===== src/rtl/instr_fetch_queue_if.sv =====
// rtl/instr_fetch_queue_if.sv - fetch-side and decode-side handshake bundle for instr_fetch_queue
interface instr_fetch_queue_if #(
  parameter int DATA_W = 32,
  parameter int PC_W   = 32,
  parameter int DEPTH  = 4
);
  localparam int CW = $clog2(DEPTH) + 1;

  logic              in_valid;
  logic              in_ready;
  logic [DATA_W-1:0] in_instr;
  logic [PC_W-1:0]   in_pc;
  logic              out_valid;
  logic              out_ready;
  logic [DATA_W-1:0] out_instr;
  logic [PC_W-1:0]   out_pc;
  logic              flush;
  logic [CW-1:0]     count;

  modport master (
    output in_valid, in_instr, in_pc, out_ready, flush,
    input  in_ready, out_valid, out_instr, out_pc, count
  );

  modport slave (
    input  in_valid, in_instr, in_pc, out_ready, flush,
    output in_ready, out_valid, out_instr, out_pc, count
  );
endinterface


===== src/rtl/instr_fetch_queue.sv =====
// rtl/instr_fetch_queue.sv - circular {pc, instr} buffer between instruction memory and decode
// Flush on redirect discards wrong-path words, optionally keeping the branch delay slot.
module instr_fetch_queue #(
  parameter int DATA_W    = 32,
  parameter int PC_W      = 32,
  parameter int DEPTH     = 4,
  parameter int KEEP_SLOT = 0
) (
  input  logic                clock,
  input  logic                reset_n,
  instr_fetch_queue_if.slave  q
);
  localparam int AW = $clog2(DEPTH);
  localparam int CW = AW + 1;

  logic [AW-1:0]     rd_ptr_q, rd_ptr_d;
  logic [AW-1:0]     wr_ptr_q, wr_ptr_d;
  logic [CW-1:0]     count_q, count_d;
  logic [DATA_W-1:0] instr_mem_q [DEPTH];
  logic [PC_W-1:0]   pc_mem_q    [DEPTH];

  logic              push;
  logic              pop;
  logic              wr_en;
  logic [CW-1:0]     remain;

  always_comb begin
    push     = q.in_valid && (count_q < CW'(DEPTH));
    pop      = q.out_ready && (count_q != '0);
    wr_en    = push && !(q.flush && (KEEP_SLOT == 0));
    remain   = count_q - CW'(pop) + CW'(push);
    rd_ptr_d = rd_ptr_q;
    wr_ptr_d = wr_ptr_q;
    count_d  = count_q;
    if (q.flush) begin
      if (KEEP_SLOT == 0) begin
        rd_ptr_d = wr_ptr_q;
        count_d  = '0;
      end else begin
        // Survivor is the oldest word left after this cycle's pop and push.
        rd_ptr_d = rd_ptr_q + AW'(pop);
        if (remain != '0) begin
          wr_ptr_d = rd_ptr_d + AW'(1);
          count_d  = CW'(1);
        end else begin
          wr_ptr_d = rd_ptr_d;
          count_d  = '0;
        end
      end
    end else begin
      rd_ptr_d = rd_ptr_q + AW'(pop);
      wr_ptr_d = wr_ptr_q + AW'(push);
      count_d  = remain;
    end
  end

  always_ff @(posedge clock or negedge reset_n) begin
    if (!reset_n) begin
      rd_ptr_q <= '0;
      wr_ptr_q <= '0;
      count_q  <= '0;
    end else begin
      rd_ptr_q <= rd_ptr_d;
      wr_ptr_q <= wr_ptr_d;
      count_q  <= count_d;
    end
  end

  // Storage holds no reset; occupancy alone decides what is visible.
  always_ff @(posedge clock) begin
    if (wr_en) begin
      instr_mem_q[wr_ptr_q] <= q.in_instr;
      pc_mem_q[wr_ptr_q]    <= q.in_pc;
    end
  end

  assign q.in_ready  = (count_q < CW'(DEPTH));
  assign q.out_valid = (count_q != '0);
  assign q.out_instr = q.out_valid ? instr_mem_q[rd_ptr_q] : '0;
  assign q.out_pc    = q.out_valid ? pc_mem_q[rd_ptr_q] : '0;
  assign q.count     = count_q;
endmodule


===== src/flat_wrapper.sv =====
// flat-port wrapper written by rule: the top's interface ports become plain ports
module instr_fetch_queue_flat 
#(
  parameter int DATA_W    = 32,
  parameter int PC_W      = 32,
  parameter int DEPTH     = 4,
  parameter int KEEP_SLOT = 0
)
  (clock, reset_n, q_in_valid, q_in_instr, q_in_pc, q_out_ready, q_flush, q_in_ready, q_out_valid, q_out_instr, q_out_pc, q_count);
  instr_fetch_queue_if #(.DATA_W(DATA_W), .PC_W(PC_W), .DEPTH(DEPTH)) q_i ();
  input  logic clock;
  input  logic reset_n;
  input wire logic [$bits(q_i.in_valid)-1:0] q_in_valid;
  input wire logic [$bits(q_i.in_instr)-1:0] q_in_instr;
  input wire logic [$bits(q_i.in_pc)-1:0] q_in_pc;
  input wire logic [$bits(q_i.out_ready)-1:0] q_out_ready;
  input wire logic [$bits(q_i.flush)-1:0] q_flush;
  output wire logic [$bits(q_i.in_ready)-1:0] q_in_ready;
  output wire logic [$bits(q_i.out_valid)-1:0] q_out_valid;
  output wire logic [$bits(q_i.out_instr)-1:0] q_out_instr;
  output wire logic [$bits(q_i.out_pc)-1:0] q_out_pc;
  output wire logic [$bits(q_i.count)-1:0] q_count;
  assign q_i.in_valid = q_in_valid;
  assign q_i.in_instr = q_in_instr;
  assign q_i.in_pc = q_in_pc;
  assign q_i.out_ready = q_out_ready;
  assign q_i.flush = q_flush;
  assign q_in_ready = q_i.in_ready;
  assign q_out_valid = q_i.out_valid;
  assign q_out_instr = q_i.out_instr;
  assign q_out_pc = q_i.out_pc;
  assign q_count = q_i.count;
  instr_fetch_queue #(.DATA_W(DATA_W), .PC_W(PC_W), .DEPTH(DEPTH), .KEEP_SLOT(KEEP_SLOT)) u_core (.clock(clock), .reset_n(reset_n), .q(q_i));
endmodule

===== config.mk =====
export PLATFORM = sky130hd
export DESIGN_NAME = instr_fetch_queue_flat
export DESIGN_NICKNAME = d
export VERILOG_FILES = /design/src/rtl/instr_fetch_queue_if.sv /design/src/rtl/instr_fetch_queue.sv /design/src/flat_wrapper.sv
export SDC_FILE = /design/constraint.sdc
export NUM_CORES = 1
export LEC_CHECK = 0
export ABC_AREA = 1
export CELL_PAD_IN_SITES_DETAIL_PLACEMENT = 1
export CELL_PAD_IN_SITES_GLOBAL_PLACEMENT = 1
export CORE_AREA = 2 2 202 154
export DETAILED_ROUTE_END_ITERATION = 12
export DIE_AREA = 0 0 204 156
export PLACE_DENSITY_LB_ADDON = 0.1
export RECOVER_POWER = 25
export REMOVE_ABC_BUFFERS = 1
export SYNTH_ARGS = -nofsm -noshare
export SYNTH_HDL_FRONTEND = slang
export SYNTH_SLANG_ARGS = --single-unit

===== constraint.sdc =====
create_clock -name clock -period 6.02 [get_ports clock]
set_input_delay 1.204 -clock clock [delete_from_list [all_inputs] [get_ports clock]]
set_output_delay 1.204 -clock clock [all_outputs]
set_load 0.02 [all_outputs]

==> flow_summary.toml <==
[run_status]
run_status = "complete, no violations"

[critical_path]
startpoint = "u_core.rd_ptr_q[0]"
path_cells = "buf_4 > nor2_1 > nor2_1 > o21ai_1 > a21oi_1 > clkdlybuf4s50_1"
critical-path-top-delay-family = "buffers and inverters"
worst_ep_arrival_time_ns = 3.43
critPathRequiredTime_ns = 4.82
start_kind = "register"
path_common_cell = "nor2_1"
reg2reg_slack_ns = 3.83
crit_path_end_kind = "primary output"
worst-path-max-fanout = 82
r2r_cells = 4
crit_buf_inv = 2
timing.rr.start = "u_core.q.count[2]"
worstSetupPathType = "register to primary output"
max_stage_delay_ns = 0.81
reg2reg_to = "u_core.pc_mem_q[0][15]"
crit_slowest_cell = "buf_4"

[sta]
skew_ns = 0.0139
setup_viol = 0
rsz0062_at_grt = "false"
worst_pin_slew_ns = 0.999
setup_slack_ns = 1.38
slew_headroom = 0.333
drv_slew = 0
hold_violations = 0
period_share = 0.771
fin_crit_ns = 4.64
setup_tns_ns = 0
fmaxAchievable_mhz = 216
holdWs_ns = 0.647

[grt]
grt_first_pass_wirelength_um = 38700
globalRouteTotalUtil = 0.159
grt_pass1_vias = 6650
grt_max_degree = 83
antenna_found_initial = 5
overflow = 0

[routing]
drc = 0
drtIter0Drc = 277
firstDrtPassIters = 4
avgRoutedWirePerCell_um = 18.6
drtAntennaViolNets = 0
viasPerCell = 4.75
via_count = 6461
routed_wl_um = 25200

[clocking]
clk_latency_ns = 0.53
cts_buffer_depth = 3
cts.sinks = 263
cts_tree = "yes"
htree_levels = 1
clock-root-buffer = "clkbuf_16"
cts-buffers-inserted = 28
holdBufCountCts = 0
clkSlewWorstSetupHoldPaths_ns = 0.06
cts_setup_buffers = 0
cts-resized-gates = 0

[finish]
fin_cells = 1359
drive_gt1_frac = 0.0668
register_area_um2 = 7870
layout.nets = 1010
final_cell_mix = "nor2_1 (262), edfxtp_1 (256), clkdlybuf4s50_1 (99)"
nFillCells = 3141
final_common_cell = "nor2_1"
multi_input_comb_area_um2 = 2130
final_util = 0.433
layout-area-overhead-vs-synth_pct = 25.0

[job]
drv_cap = 0

[pwr]
p_leak_nw = 4.31
powerDensity_nw_per_um2 = 507
ir_drop_mv = 0.213

[synth]
synthesis.area_um2 = 10300
syn_avg_cell_area_um2 = 12.8
ys.warnings.count = 0
synthCells = 806
yosysSeqAreaShare = 0.761
ys_types = 24
ys_ff_latch = 263

[worst_hold_path]
hold_path_class = "register to register"
hp-start = "u_core.wr_ptr_q[1]"
min_path_cells = 2
hold_path_end = "u_core.wr_ptr_q[1]"

[floorplanning]
core-area_um2 = 29900
rows = 55
fp.dieH_um = 156
dieArea_um2 = 31800
initial_core_util = 0.346
fp.dieW_um = 204
ios = 138

[placed_design]
pre_cts_ws_ns = 1.83
numPortBuffers = 137
dpl.cell_count = 1307
place_congestion = 0.695
dpl.hpwl_um = 13800
==> stage by stage <==
| step | instance area (um2) | total power, mW |
|---|---|---|
| after floorplan | 10000 | 3.79 |
| after global placement | 12000 | 5.02 |
| after detailed placement | 12000 | 5.03 |
| after CTS | 12900 | 6.69 |
| after global routing | 12900 | 6.98 |
| final | 12900 | 6.55 |
==> state kept, by name (all words and copies together), names as in the netlist <==
signal              flops
u_core.wr_ptr_q         2
u_core.q.count          3
u_core.instr_mem_q    128
u_core.pc_mem_q       128
u_core.rd_ptr_q         2
==> worst reg2reg max path, delay by kind of cell (launching register included) <==
kind / cells / cell delay [ns]
buffers and inverters: 1 / 0.72
and+or+nand+nor: 3 / 0.65
DFF: 1 / 0.42
==> cells by family after synthesis <==
family	Yosys count	share of synthesized area
buf+inv	60	0.0349
compound gates	195	0.0947
xor+xnor	2	0.00170
simple gates	283	0.104
flops	263	0.761
fa+ha+maj	3	0.00436
==> power breakdown <==
group	switching, mW	internal [mW]	total, mW
Combinational	1.63	0.978	2.61
Sequential	0.106	2.20	2.31
Clock	0.672	0.962	1.63
==> layer usage <==
layer	share of wire	wire length [um]	GRT usage
met5	0.0013	33	0
met4	0.017	432	0.0331
met3	0.048	1200	0.0320
met2	0.45	11500	0.259
met1	0.48	12100	0.221
==> worst max path at each step <==
stage	to	slack [ns]	depth (start not counted)
6_report	q_out_pc[30]	1.38	6
3_3_place_gp	q_out_pc[30]	1.88	6
4_1_cts	q_out_pc[30]	1.25	6
2_1_floorplan	u_core.instr_mem_q[1][0]	-0.40	4
3_5_place_dp	q_out_pc[30]	1.83	6
5_1_grt	q_out_instr[25]	1.06	6
==> synthesized netlist by cell type, drive strengths merged <==
master,count,area [um2]
edfxtp,256,7690
inv,11,41.3
buf,39,272
ha,2,25.0
xor2,1,8.76
o21bai,1,7.51
nor3,4,20.0
nand4,1,6.26
nand2,14,52.6
xnor2,1,8.76
dfrtp,7,175
nand3,2,10.0
a21oi,65,325
o21ai,129,646
nor2,262,983
fa,1,20.0
clkbuf,10,47.6
==> area by class of cell <==
type                       count  share of cell area
sequential                   263               0.609
multi-input combinational    483               0.165
inverter                      11             0.00339
timing repair buffer         151               0.115
tap                          399              0.0386
clock inverter                 6             0.00223
clock buffer                  44              0.0660
antenna                        2            0.000387
Power figures use the tool's default switching activity.
==> variant 1 (same settings) <==
`PC_W` is set to 32 in 3 places; all go to 48.
--- a/src/rtl/instr_fetch_queue_if.sv
+++ b/src/rtl/instr_fetch_queue_if.sv
@@ -3,3 +3,3 @@
   parameter int DATA_W = 32,
-  parameter int PC_W   = 32,
+  parameter int PC_W   = 48,
   parameter int DEPTH  = 4
--- a/src/rtl/instr_fetch_queue.sv
+++ b/src/rtl/instr_fetch_queue.sv
@@ -4,3 +4,3 @@
   parameter int DATA_W    = 32,
-  parameter int PC_W      = 32,
+  parameter int PC_W      = 48,
   parameter int DEPTH     = 4,
--- a/src/flat_wrapper.sv
+++ b/src/flat_wrapper.sv
@@ -4,3 +4,3 @@
   parameter int DATA_W    = 32,
-  parameter int PC_W      = 32,
+  parameter int PC_W      = 48,
   parameter int DEPTH     = 4,
Interface: changed (resized q_in_pc and q_out_pc); port bits go from 138 to 170. The function was not compared with the original's and may differ.
==> variant 1 against the unedited design <==
Setup slack better by 0.082 ns; area after synthesis grew 23%; via count up 27%; sequential cell count rose by 64; power rose by 25%; routed wire length is 26% higher; cell count increased by 16%; cell area increased by 23%; synthesized cell count up 23%; highest routed layer unchanged.
==> variant 1: results (changes against the unedited design) <==
cts_root_buf: "clkbuf_16"
wirelength_mm: 31.8  # +26%
io_buffers: 169  # +23%
antenna_found_initial: 4  # -1
numCtsBuffers: 35  # +25%
grt_max_degree: 163  # +96%
globalRouteTotalUtil: 0.202  # +0.0430
drtIter0Drc: 427  # +54%
p_leak_nw: 5.31  # +23%
regMostFlops: "u_core.pc_mem_q"
grt_pass1_vias: 8458  # +27%
dp_hpwl_mm: 17.4  # +26%
clk_latency_ns: 0.52
synthMuxAreaShare: 0  # unchanged
post-place-ws_ns: 1.99  # +0.153 ns
nNetsFinal: 1241  # +23%
synth_xor_area_frac: 0.00138  # -0.000318
synth_warnings: 0  # unchanged
postPlaceCellArea_mm2: 0.0148  # +23%
max_stage_delay_ns: 0.67  # -0.14 ns
synth.distinct_cells: 24  # unchanged
synth-compound-area-share: 0.0958  # +0.00115
drive_gt1_frac: 0.0611  # -0.00569
status: "finished, final reports clean"
fin_worst_skew_ns: 0.0150  # +0.00117 ns
ys_seq_area_frac: 0.769  # +0.00855
crit_slowest_cell: "clkdlybuf4s50_1"
cts.htree.levels: 2  # +1
path_clk_slew_ns: 0.06  # about the same
synth_area_leaders: "edfxtp_1 76%, nor2_1 9.6%, o21ai_0 3.2%"
largest_register_ffs: 192
min_path_type: "flip-flop to flip-flop"
vias: 8230  # +27%
cp.arrival_ns: 3.35  # -0.08 ns
grt_pass1_wl_mm: 48.9  # +26%
synth.top_cells.by_count: "326 x nor2_1, 320 x edfxtp_1, 82 x o21ai_0"
cts_resized: 0  # unchanged
synth_async_sr_flop_share: 0.0214  # -0.00521
synth-adder-area-share: 0.00354  # -0.000817
cts_buffer_depth: 3  # unchanged
post_cts.repair.setup_buffers: 0  # unchanged
place_congestion: 0.772  # +11%
cpLargestDelayFamily: "buffers and inverters"
dr.pass1.iters: 4  # unchanged
synth_edf_count: 320  # +25%
power.internal_mw: 5.18  # +25%
max-vdd-ir-drop_v: 0.000300  # +40%
slew-limit-headroom: 0.223  # -0.110
cp_max_fo: 54  # -34%
## variant 1: changes by cell type after synthesis, moves of 7 or more
cell      delta
nor2_1      +64
buf_6        -7
a21oi_1     +16
edfxtp_1    +64
buf_2       -11
o21ai_0     +33
clkbuf_1    +20
## variant 1: path summary, 6_finish.rpt
path	start	endpoint	slack (ns)	cells after the start
max in group asynchronous	reset_n	u_core.rd_ptr_q[0]$_DFF_PN0_	4.70	1
worst max register to register	u_core.q.count[2]$_DFF_PN0_	u_core.pc_mem_q[1][7]$_DFFE_PP_	3.44	4
min in group asynchronous	reset_n	u_core.q.count[2]$_DFF_PN0_	1.03	1
worst max-delay path	u_core.rd_ptr_q[1]$_DFF_PN0_	q_out_instr[30]	1.46	6
worst min-delay path	u_core.wr_ptr_q[1]$_DFFE_PN0N_	u_core.wr_ptr_q[1]$_DFFE_PN0N_	0.65	2
worst min register to register	u_core.wr_ptr_q[1]$_DFFE_PN0N_	u_core.wr_ptr_q[1]$_DFFE_PN0N_	0.65	2
## variant 1: layout make-up
class / instances / area, µm²
Clock inverter: 21 / 171
Tap cell: 399 / 499
Fill cell: 3007 / 14000
Antenna cell: 2 / 5.00
Sequential cell: 327 / 9790
Clock buffer: 41 / 941
Inverter: 11 / 46.3
Timing Repair Buffer: 183 / 1850
Multi-Input combinational cell: 595 / 2610
## variant 1: per-stage QoR
stage	power [mW]	cells
after floorplan	4.71	933
final	8.21	1579
after global routing	8.69	1577
after CTS	8.35	1577
after detailed placement	6.22	1515
after global placement	6.17	1515
## variant 1: power by group through the flow
| stage | Combinational (mW) | Sequential, mW | Clock [mW] |
|---|---|---|---|
| after detailed placement | 3.34 | 2.88 | 0 |
| after floorplan | 1.67 | 3.03 | 0 |
| after global routing | 3.60 | 2.85 | 2.24 |
| after CTS | 3.37 | 2.83 | 2.16 |
| final | 3.28 | 2.83 | 2.10 |
| after global placement | 3.30 | 2.87 | 0 |
## variant 1: worst reg2reg max path, delay by kind of cell (launching register included)
| kind | cells | cell delay, ns |
|---|---|---|
| AND/OR/NAND/NOR | 3 | 1.38 |
| buffers and inverters | 1 | 0.44 |
| flip-flops | 1 | 0.43 |
## variant 1: routing by layer
layer / track usage / up-vias / wire length, µm
met4: 0.0514 / 4 / 577
met1: 0.277 / 4143 / 14400
met5: 0 / - / 23
li1: - / 3851 / -
met2: 0.334 / 179 / 15300
met3: 0.0372 / 53 / 1600
## variant 1: cells by family (layout without fill, tap and decap cells)
| group | after synthesis | after routing |
|---|---|---|
| simple gates | 347 | 347 |
| flops | 327 | 327 |
| compound gates | 243 | 243 |
| buf+inv | 71 | 256 |
| fa+ha+maj | 3 | 3 |
| xor+xnor | 2 | 2 |
| other cells | 0 | 2 |
==> variant 2 (config.mk and constraints unchanged) <==
Without the edit above. Make the reset (`reset_n`) synchronous in one clocked block.
--- a/src/rtl/instr_fetch_queue.sv
+++ b/src/rtl/instr_fetch_queue.sv
@@ -56,3 +56,3 @@
 
-  always_ff @(posedge clock or negedge reset_n) begin
+  always_ff @(posedge clock) begin
     if (!reset_n) begin
Function: differs if reset_n is asserted again (counterexample within 4 cycles, from zero or initial values and one cycle with reset_n low); with reset_n held inactive, the same outputs for 4 cycles.
==> variant 2 against the unedited design <==
Area after synthesis grew 8.4%; fmax increased by 5.1%; routed wire length rose by 6.8%; setup slack gained 0.23 ns; sequential cell count unchanged; synthesized cell count rose by 32%; worst hold slack worse by 0.051 ns; cell count rose by 19%; cell area is 7.3% higher; register-to-register slack got worse by 0.68 ns; critical path type unchanged; critical endpoint is now q_out_pc[7].
Power is not compared: it rests on default switching activity, and its combinational part moved more than twofold at a synthesized area within 25%.
==> variant 2: results (changes against the unedited design) <==
r2r_cells: 12  # +8
grt_pass1_wl_mm: 42.2  # +9.1%
dp_hpwl_mm: 15.1  # +9.6%
holdPathEnd: "u_core.rd_ptr_q[0]$_SDFF_PN0_"
synth.top_cells.by_count: "269 x inv_1, 265 x nand2_1, 256 x edfxtp_1"
drtIter0Drc: 230  # -17%
ys_seq_area_frac: 0.698  # -0.0622
grt_max_degree: 67  # -19%
place_congestion: 0.710  # +2.1%
use_met3: 0.0361  # +0.00418
slew-limit-headroom: 0.268  # -0.0648
use_met1: 0.218  # -0.00314
postPlaceCellArea_mm2: 0.0130  # +7.9%
grt_pass1_vias: 7742  # +16%
vias: 7299  # +13%
synth.distinct_cells: 16  # -33%
grtUsageMet2: 0.304  # +0.0455
status: "finished, final reports clean"
cp_max_fo: 66  # -20%
r2r_end: "u_core.q.count[2]$_SDFF_PP0_"
r2r-start: "u_core.q.count[2]$_SDFF_PP0_"
synth_area_leaders: "edfxtp_1 69%, inv_1 9.0%, nand2_1 8.9%"
nNetsFinal: 1268  # +26%
antenna_found_initial: 4  # -1
r2r_setup_slack_ns: 3.15  # -0.68 ns
synth_async_sr_flop_share: 0  # -0.0266
fin_worst_skew_ns: 0.0119  # -0.00197 ns
numCtsBuffers: 28  # unchanged
wirelength_mm: 26.9  # +6.8%
crit_slowest_cell: "dfxtp_4"
avgSynthCellArea_um2: 10.5  # -18%
drive_gt1_frac: 0.0469  # -0.0199
post_cts.repair.setup_buffers: 0  # unchanged
min_path_type: "flip-flop to flip-flop"
globalRouteTotalUtil: 0.173  # +0.0142
synth_edf_count: 256  # unchanged
instances_no_fill: 1618  # +19%
cp.arrival_ns: 3.21  # -0.22 ns
dr.pass1.iters: 4  # unchanged
max_stage_delay_ns: 0.83  # +0.02 ns
worstHoldStart: "u_core.wr_ptr_q[0]$_SDFFE_PN0N_"
finalHoldWorstSlack_ns: 0.596  # -0.0507 ns
clk_latency_ns: 0.55  # +0.02 ns
[variant 2: cell types whose count changed in the layout (fill, tap and decap cells not counted), moves of 4 or more]
cell,change
clkbuf_1,+4
dfxtp_1,+5
dfrtp_1,-5
nor2_1,-258
nand3_1,+130
clkbuf_8,-5
o21ai_1,-80
inv_1,+261
o21ai_0,-47
nand2_1,+251
[variant 2: kinds of logic (layout without fill, tap and decap cells)]
kind of cell,count (synthesis),count (layout),share of synthesized area
xor gates and xnor gates,1,1,0.000782
adders and majority gates,5,5,0.00625
DFF,263,263,0.698
AOI/OAI and AO/OA,69,69,0.0308
and+or+nand+nor,406,406,0.151
other,0,3,0
buffers and inverters,319,472,0.113
[variant 2: power by group]
part	internal, mW	leakage (nW)	switching (mW)
Sequential	2.06	2.38	0.0290
Clock	0.949	0.422	0.679
Combinational	0.261	3.00	0.422
[variant 2: how the worst max path moves through the flow]
stage / start / endpoint / slack, ns / depth (start not counted)
after floorplan: q_in_valid / u_core.instr_mem_q[0][0]$_DFFE_PP_ / -0.40 / 4
after global placement: u_core.rd_ptr_q[0]$_SDFF_PN0_ / q_out_instr[8] / 2.13 / 6
after detailed placement: u_core.rd_ptr_q[0]$_SDFF_PN0_ / q_out_pc[7] / 2.12 / 6
after CTS: u_core.rd_ptr_q[0]$_SDFF_PN0_ / q_out_instr[19] / 1.50 / 6
after global routing: u_core.rd_ptr_q[0]$_SDFF_PN0_ / q_out_pc[7] / 1.34 / 6
final: u_core.rd_ptr_q[0]$_SDFF_PN0_ / q_out_pc[7] / 1.61 / 6
[variant 2: critical path: cells and delay by family, from the launching register on]
family	cells	cell delay (ns)
flops	1	0.83
compound gates	1	0.27
buf+inv	3	1.32
simple gates	2	0.19
[variant 2: layout make-up]
| type | instances | area, µm² |
|---|---|---|
| Multi-Input combinational cell | 481 | 2150 |
| Antenna cell | 3 | 7.51 |
| Fill cell | 3305 | 16000 |
| Sequential cell | 263 | 7840 |
| Tap cell | 399 | 499 |
| Clock inverter | 9 | 65.1 |
| Clock buffer | 43 | 798 |
| Inverter | 271 | 1020 |
| Timing Repair Buffer | 149 | 1490 |
[variant 2: metrics by stage]
stage / TNS [ns] / setup slack (ns)
after floorplan: -101.73 / -0.397
after global placement: 0 / 2.13
after detailed placement: 0 / 2.12
after CTS: 0 / 1.50
after global routing: 0 / 1.34
final: 0 / 1.61
[variant 2: per-layer routing]
layer  vias up  part of all wire
met2       122              0.49
met3        41             0.042
met1      3497              0.45
li1       3637                 -
met4         2             0.023
met5         -           0.00048
